**config.mk**
```make
export PLATFORM = sky130hd
export DESIGN_NAME = stack_param
export DESIGN_NICKNAME = d
export VERILOG_FILES = /design/src/rtl/stack_param.sv
export SDC_FILE = /design/constraint.sdc
export NUM_CORES = 1
export LEC_CHECK = 0
export ABC_CLOCK_PERIOD_IN_PS = 4800
export CORE_UTILIZATION = 55
export CTS_BUF_LIST = sky130_fd_sc_hd__clkbuf_4 sky130_fd_sc_hd__clkbuf_8 sky130_fd_sc_hd__clkbuf_16
export DETAILED_ROUTE_END_ITERATION = 6
export GPL_ROUTABILITY_DRIVEN = 0
export PLACE_DENSITY = 0.79
export SLEW_MARGIN = 20
export SYNTH_ARGS = -nofsm -noshare
export SYNTH_HDL_FRONTEND = slang
export SYNTH_SLANG_ARGS = --single-unit
```
**constraint.sdc**
```tcl
create_clock -name clk -period 4.8 [get_ports clk]
set_clock_uncertainty 0.2 [all_clocks]
set_input_delay 1.2 -clock clk [delete_from_list [all_inputs] [get_ports clk]]
set_output_delay 1.2 -clock clk [all_outputs]
set_load 0.02 [all_outputs]
```
**src/rtl/stack_param.sv**
```systemverilog
// stack_param: parametrised LIFO stack with push/pop strobes, same-cycle
// replace-top, occupancy count, sticky overflow/underflow flags and a
// synchronous flush. Top of stack and status flags are combinational from
// the occupancy count, so a pushed word is visible on the next cycle.
module stack_param #(
    parameter int DATA_W = 4,
    parameter int DEPTH  = 8
) (
    input  logic                         clk,
    input  logic                         reset,
    input  logic                         enable,
    input  logic                         push,
    input  logic                         pop,
    input  logic                         flush,
    input  logic                         clear_err,
    input  logic [DATA_W-1:0]            data_in,
    output logic [DATA_W-1:0]            data_out,
    output logic [$clog2(DEPTH+1)-1:0]   count,
    output logic                         full,
    output logic                         empty,
    output logic                         overflow,
    output logic                         underflow
);

    localparam int PTR_W = $clog2(DEPTH);
    localparam int CNT_W = $clog2(DEPTH+1);

    // Storage is deliberately not reset; only entries below count are ever read.
    logic [DATA_W-1:0] storage [DEPTH];

    logic [CNT_W-1:0] count_q, count_d;
    logic             overflow_q, overflow_d;
    logic             underflow_q, underflow_d;

    logic             full_w, empty_w;
    logic [PTR_W-1:0] top_idx;
    logic [PTR_W-1:0] push_idx;
    logic             wr_en;
    logic [PTR_W-1:0] wr_idx;

    // Occupancy decode and the two candidate storage indices.
    always_comb begin
        full_w   = (count_q == CNT_W'(DEPTH));
        empty_w  = (count_q == '0);
        // Held at 0 when empty so no index at or beyond DEPTH is ever formed.
        top_idx  = empty_w ? '0 : PTR_W'(count_q - CNT_W'(1));
        // Only used when not full, so count_q < DEPTH and the cast is lossless.
        push_idx = PTR_W'(count_q);
    end

    // Next-state: flush beats everything, then enable gates push/pop.
    // A new error in the same cycle as clear_err wins over the clear.
    always_comb begin
        count_d     = count_q;
        overflow_d  = overflow_q & ~clear_err;
        underflow_d = underflow_q & ~clear_err;
        wr_en       = 1'b0;
        wr_idx      = push_idx;
        if (flush) begin
            count_d = '0;
        end else if (enable) begin
            case ({push, pop})
                2'b10: begin
                    if (!full_w) begin
                        wr_en   = 1'b1;
                        count_d = count_q + CNT_W'(1);
                    end else begin
                        overflow_d = 1'b1;
                    end
                end
                2'b01: begin
                    if (!empty_w) begin
                        count_d = count_q - CNT_W'(1);
                    end else begin
                        underflow_d = 1'b1;
                    end
                end
                2'b11: begin
                    // Replace top when occupied (legal even when full);
                    // on an empty stack this degenerates to a plain push.
                    wr_en = 1'b1;
                    if (!empty_w) begin
                        wr_idx = top_idx;
                    end else begin
                        count_d = CNT_W'(1);
                    end
                end
                default: ;
            endcase
        end
    end

    // Control state with asynchronous active-low reset.
    always_ff @(posedge clk or negedge reset) begin
        if (!reset) begin
            count_q     <= '0;
            overflow_q  <= 1'b0;
            underflow_q <= 1'b0;
        end else begin
            count_q     <= count_d;
            overflow_q  <= overflow_d;
            underflow_q <= underflow_d;
        end
    end

    // Storage write port; suppressed while reset is held so a pending push is aborted.
    always_ff @(posedge clk) begin
        if (wr_en && reset) begin
            storage[wr_idx] <= data_in;
        end
    end

    // Outputs are combinational from count and storage.
    always_comb begin
        count     = count_q;
        full      = full_w;
        empty     = empty_w;
        overflow  = overflow_q;
        underflow = underflow_q;
        data_out  = empty_w ? '0 : storage[top_idx];
    end

endmodule

```
==> metrics.txt, run 1 <==
grt met2 use=39.75%; number of max-cap violations=0; Worst Hold End=underflow$_DFF_PN0_; Area Overhead vs Synth=18.62%; r2r startpoint=count[1]$_DFFE_PN0P_; CTS tree=done; Slew @ Worst Pin=0.7646 ns; Crit Path Category=register to output pin; met1 usage=around a third; Synth cell types=43; CP cell instances=inv_1 > ha_4 > or3b_1 > ha_1 > mux4_1 > a211o_1 > clkdlybuf4s50_1; most common cell in the netlist=edfxtp_1; width of the die=a little over 60 microns; fin area=0.002280 sq mm; Pleak=slightly above 0.8 nW; initial antenna violation count=0; Clock Latency Late Sink=0.35 ns; Hold Path Class=register to register; CTS buffer count=5; Synth area leader=edfxtp_1; register share of total power=a little over two fifths; row count=21; vias in the first global route=about 1400; Worst EP required=roughly 3.4 ns; Die ar.=about 0.0037 sq mm; maximum vdd ir drop=~230 uV; final hold viol count=0; Register-to-Register Path Depth=7; Post-synth EDFFs=32; kind of cell adding the most delay to the critical path=buffers and inverters; hold slack=about 0.31 ns; Yosys top cell area share=between 50% and 60%; Largest stage delay, worst path=0.53 ns; Initial Util=between 50% and 60%; FFs w/ async S/R, synth=between 10% and 20%; Post-Layout Cell Count=around 220; drt pass-1 iters=5; antenna-violating nets left=0; Post-Syn Area=approximately 0.0019 sq mm; Commonest cells post-synth=edfxtp_1, nor3_1, o21ai_0, a21oi_1, nand3_1; Sw Share=between 20% and 30%; crit-path max FO=10; CTS root buf=clkbuf_4; vias per cell=about 6.2; most area-consuming cells after synthesis=edfxtp_1, dfrtp_1, mux4_1, nor3_1, o21ai_0; Vias=between 1000 and 1500; Setup Viol. Count Final=0; 1st-iter DRT viols=about 120; r2r setup slk=1.79 ns; Final Util=~68%; busiest layer in global routing=met2; Slowest-stage cell, CP=clkdlybuf4s50_1; first-pass GRT wire length=just under 7 mm; sequential share of the synthesized area=~58%; clock sink count=38; All-Layer GR Usage=between 20% and 30%; Worst Hold Launch=underflow$_DFF_PN0_; total core area=between 0.003 and 0.004 sq mm; startpoint types=register; Fillers=249; H-tree levels=2; Multi-input gate area=around 750 sq um; GR met3 Demand/Resource=under 10%; Max transition margin=around 49%; largest net degree at the start of global routing=18; HPWL after DPL=~3.0 mm; share of layout cells above drive strength 1=under 10%; Setup Total Neg Slack=0 ns; io pins=23; DRC viols=0; Clock power frac=32.7%; syn avg cell area=roughly 12 sq um; Int Pwr=about 610 uW; Remaining Overflow, GRT=0; final wirelength=approximately 4.2 mm; FMAX=0.2142 GHz; fin crit share=between 90 and 100%; Period minus WS final=4.668 ns; Clock Path Buffers=2; syn_nets=approximately 170; PD cells=around 370 mW/mm^2; yosys warns=0; Comb power frac=23.4%; NetSw=approximately 230 uW; Reg area=around 0.0011 sq mm; Bufs and invs on worst path=2; Max Transition Viols Final=0; number of diodes=0; placed cell areas=0.002160 sq mm; crit path DAT=~3.3 ns; FF-to-FF End=storage[1][3]$_DFFE_PP_; ys flop type=edfxtp_1; Buffers on Ports=22; #FFs+latches synth=38; RSZ-0062 raised after global routing=no; drt wl/cell=about 19 microns; Post-Place Cells=about 220; die height=between 60 and 70 microns; synthesized instance count=156; hold depth=1; Final nets=191; status=finished clean; Crit. End Element=output pin; register clock-pin slew on the reported worst setup and hold paths=0.11 ns
==> worst max path at each step <==
stage / from / endpoint / slack, ns / cells past startpoint
2_1_floorplan: count[0]$_DFFE_PN0P_ / data_out[0] / 0.65 / 9
4_1_cts: count[0]$_DFFE_PN0P_ / data_out[1] / 0.0005 / 7
3_3_place_gp: count[0]$_DFFE_PN0P_ / data_out[1] / 0.47 / 7
3_5_place_dp: count[0]$_DFFE_PN0P_ / data_out[1] / 0.33 / 7
5_1_grt: count[1]$_DFFE_PN0P_ / data_out[3] / 0.02 / 7
6_report: count[1]$_DFFE_PN0P_ / data_out[1] / 0.13 / 7
==> repair_timing <==
action,4_1_cts,5_1_grt
gates resized for setup,1,3
buffers inserted,0,0
hold buffers,0,0
cloned,0,0
endpoints found under the setup margin,4,4
==> flip-flops by register name, summed over array words and instances (netlist names) <==
| name | flops |
|---|---|
| count | 4 |
| overflow | 1 |
| storage | 32 |
| underflow | 1 |
==> per-stage QoR <==
| stage | total power, mW | setup WS, ns |
|---|---|---|
| CTS | 0.8369 | 0.0004632 |
| global placement | 0.5589 | 0.4652 |
| floorplan | 0.5011 | 0.6479 |
| finish | 0.8412 | 0.1317 |
| global route | 0.8713 | 0.01928 |
| detailed placement | 0.5657 | 0.3293 |
==> placed cells by master (no fill, tap or decap), drive strengths merged, types with 2 or more instances in the layout <==
| cell type | instances |
|---|---|
| edfxtp | 32 |
| clkdlybuf4s50 | 22 |
| nor3 | 13 |
| o21ai | 12 |
| a21oi | 9 |
| nand3 | 8 |
| inv | 7 |
| nand2 | 6 |
| dfrtp | 6 |
| a211o | 5 |
| clkbuf | 5 |
| nor2 | 5 |
| mux4 | 4 |
| ha | 4 |
| nand2b | 3 |
| mux2i | 3 |
| nor2b | 3 |
| a211oi | 3 |
| nand3b | 2 |
| a31oi | 2 |
| mux2 | 2 |
| a32o | 2 |
| bufinv | 2 |
==> routing by layer <==
metal  wire, microns  vias up
met3             325       13
met4              90        0
li1                -      645
met1            1790      658
met5               0        -
met2            1997       74
==> layout make-up <==
class                   count  share of cell area [%]
repair buffers             23                   9.989
well taps                  46                   2.525
clock inverters             3                   3.019
inverters                   7                   1.153
clock buffers               5                   1.647
flip-flops and latches     38                   48.79
multi-input cells         101                   32.88
==> cell families (layout without fill, tap and decap cells) <==
group / after synthesis / in the layout / share of synthesized area, %
simple gates: 45 / 45 / 12.37
compound gates: 41 / 41 / 14.26
flops: 38 / 38 / 57.81
buf+inv: 17 / 38 / 3.841
mux: 9 / 9 / 8.203
fa+ha+maj: 4 / 4 / 2.604
xor+xnor: 2 / 2 / 0.9116
==> power by group through the flow <==
stage,logic [mW],clock network (mW),registers [mW]
floorplan,0.123,0,0.378
global placement,0.183,0,0.376
detailed placement,0.189,0,0.377
CTS,0.192,0.276,0.369
global route,0.214,0.286,0.371
finish,0.196,0.275,0.370
(Power assumes the default switching activity.)
==> run 2, diff against run 1 <==
CORE_MARGIN = 5   (was unset)
SLEW_MARGIN = unset   (was 20)
==> metrics.txt, run 2 (synthesized netlist as in run 1, its figures left out) <==
register clock-pin slew on the reported worst setup and hold paths=0.11 ns; clock sink count=38; number of max-cap violations=0; H-tree levels=2; GR met3 Demand/Resource=4.360%; crit path DAT=3.20 ns; Setup Total Neg Slack=0 ns; vias per cell=6.107; drt pass-1 iters=4; Reg with most FFs=storage; CTS tree=done; Pleak=approximately 0.80 nW; Remaining Overflow, GRT=0; Final nets=approximately 190; width of the die=69.11 microns; Die ar.=around 0.0048 sq mm; largest net degree at the start of global routing=18; CTS root buf=clkbuf_4; DRC viols=0; maximum vdd ir drop=around 160 uV; startpoint types=register; postcts setup bufs=0; Worst EP required=~3.4 ns; die height=about 69 microns; drt wl/cell=18.22 microns; Max transition margin=50.04%; FMAX=around 0.22 GHz; Max Transition Viols Final=0; All-Layer GR Usage=between 10% and 20%; commonest non-fill, non-tap cell in the layout=edfxtp_1; number of diodes=0; vias in the first global route=~1300; max FFs per register=32; total core area=roughly 0.0034 sq mm; first-pass GRT wire length=around 6.5 mm; met1 usage=a little under a quarter; final wirelength=4.082 mm; RSZ-0062 raised after global routing=no; Crit. End Element=output pin; Clock Path Buffers=2; final hold viol count=0; commonest non-fill, non-tap cells in the layout=edfxtp_1, clkdlybuf4s50_1, nor3_1, o21ai_0; 1st-iter DRT viols=~110; share of layout cells above drive strength 1=approximately a tenth; Clock Latency Late Sink=approximately 0.33 ns; Setup Viol. Count Final=0; PD cells=~340 mW/mm^2; grt met2 use=26.91%; Buffers on Ports=22; fin crit share=95.80%; Pwr Total=around 780 uW; Post-Layout Cell Count=roughly 220; Vias=approximately 1400; status=finished clean; Fillers=between 200 and 300; CTS buffer count=5; Period minus WS final=4.599 ns; Crit Path Category=register to output pin; Slew @ Worst Pin=around 0.74 ns; Hold Path Class=register to register; antenna-violating nets left=0; crit-path max FO=10; HPWL after DPL=~2.9 mm; row count=21; Area Overhead vs Synth=17.25%; Post-Place Cells=216; io pins=23; Initial Util=between 50% and 60%; busiest layer in global routing=met2; initial antenna violation count=0
## run 2: layer usage
metal	vias to the layer above	routed length, microns
met1	649	1746
met4	0	53
li1	653	-
met5	-	0
met2	59	1951
met3	7	330
## run 2: critical path, stage by stage, from the launching register on
cell             delay [ns]
dfrtp_2                0.49
inv_1                  0.16
ha_1                   0.18
or3b_1                 0.38
ha_1                   0.29
mux4_1                 0.50
a211o_1                0.32
clkdlybuf4s50_1        0.54
## run 2: final timing paths
check | start | to | slack (ns) | cells after the start
hold reg to reg | underflow$_DFF_PN0_ | underflow$_DFF_PN0_ | 0.31 | 1
max in group asynchronous | reset | count[0]$_DFFE_PN0P_ | 3.20 | 1
min in group asynchronous | reset | count[2]$_DFFE_PN0P_ | 0.93 | 1
setup reg to reg | count[0]$_DFFE_PN0P_ | storage[1][1]$_DFFE_PP_ | 1.82 | 7
hold / removal | underflow$_DFF_PN0_ | underflow$_DFF_PN0_ | 0.31 | 1
setup / recovery | count[0]$_DFFE_PN0P_ | data_out[0] | 0.20 | 7
## run 2: per-stage QoR
stage	worst slack (ns)	util, %	hold WS (ns)	area (sq um)
finish	0.2015	67.00	0.3073	2253
detailed placement	0.5647	64.43	0.2874	2167
global route	0.06271	67.00	0.3454	2253
CTS	0.1742	66.89	0.3129	2250
floorplan	0.6479	-	0.4096	1922
global placement	0.6394	64.43	0.2808	2167
## run 2: final cells by class
cell class	count	area (sq um)	area share [%]
Multi-Input combinational cell	101	739.5	32.82
Tap cell	46	57.56	2.554
Sequential cell	38	1112	49.36
Inverter	7	26.28	1.166
Clock buffer	5	37.54	1.666
Timing Repair Buffer	24	235.2	10.44
Clock inverter	3	45.04	1.999
## run 2: where the power goes
| group | internal [mW] | leakage (nW) | switching [mW] |
|---|---|---|---|
| logic | 0.0827 | 0.391 | 0.112 |
| clock network | 0.109 | 0.0374 | 0.103 |
| registers | 0.363 | 0.368 | 0.00737 |
## run 2: timing repair
| item | in CTS | in global routing |
|---|---|---|
| resized for setup | 0 | 2 |
| hold buffers | 0 | 0 |
| endpoints found under the setup margin | 0 | 4 |
==> run 3, diff against run 2 <==
CTS_BUF_LIST = unset   (was sky130_fd_sc_hd__clkbuf_4 sky130_fd_sc_hd__clkbuf_8 sky130_fd_sc_hd__clkbuf_16)
==> results of run 3 <==
The final DEF is identical to that of run 2; final timing and power are the same.
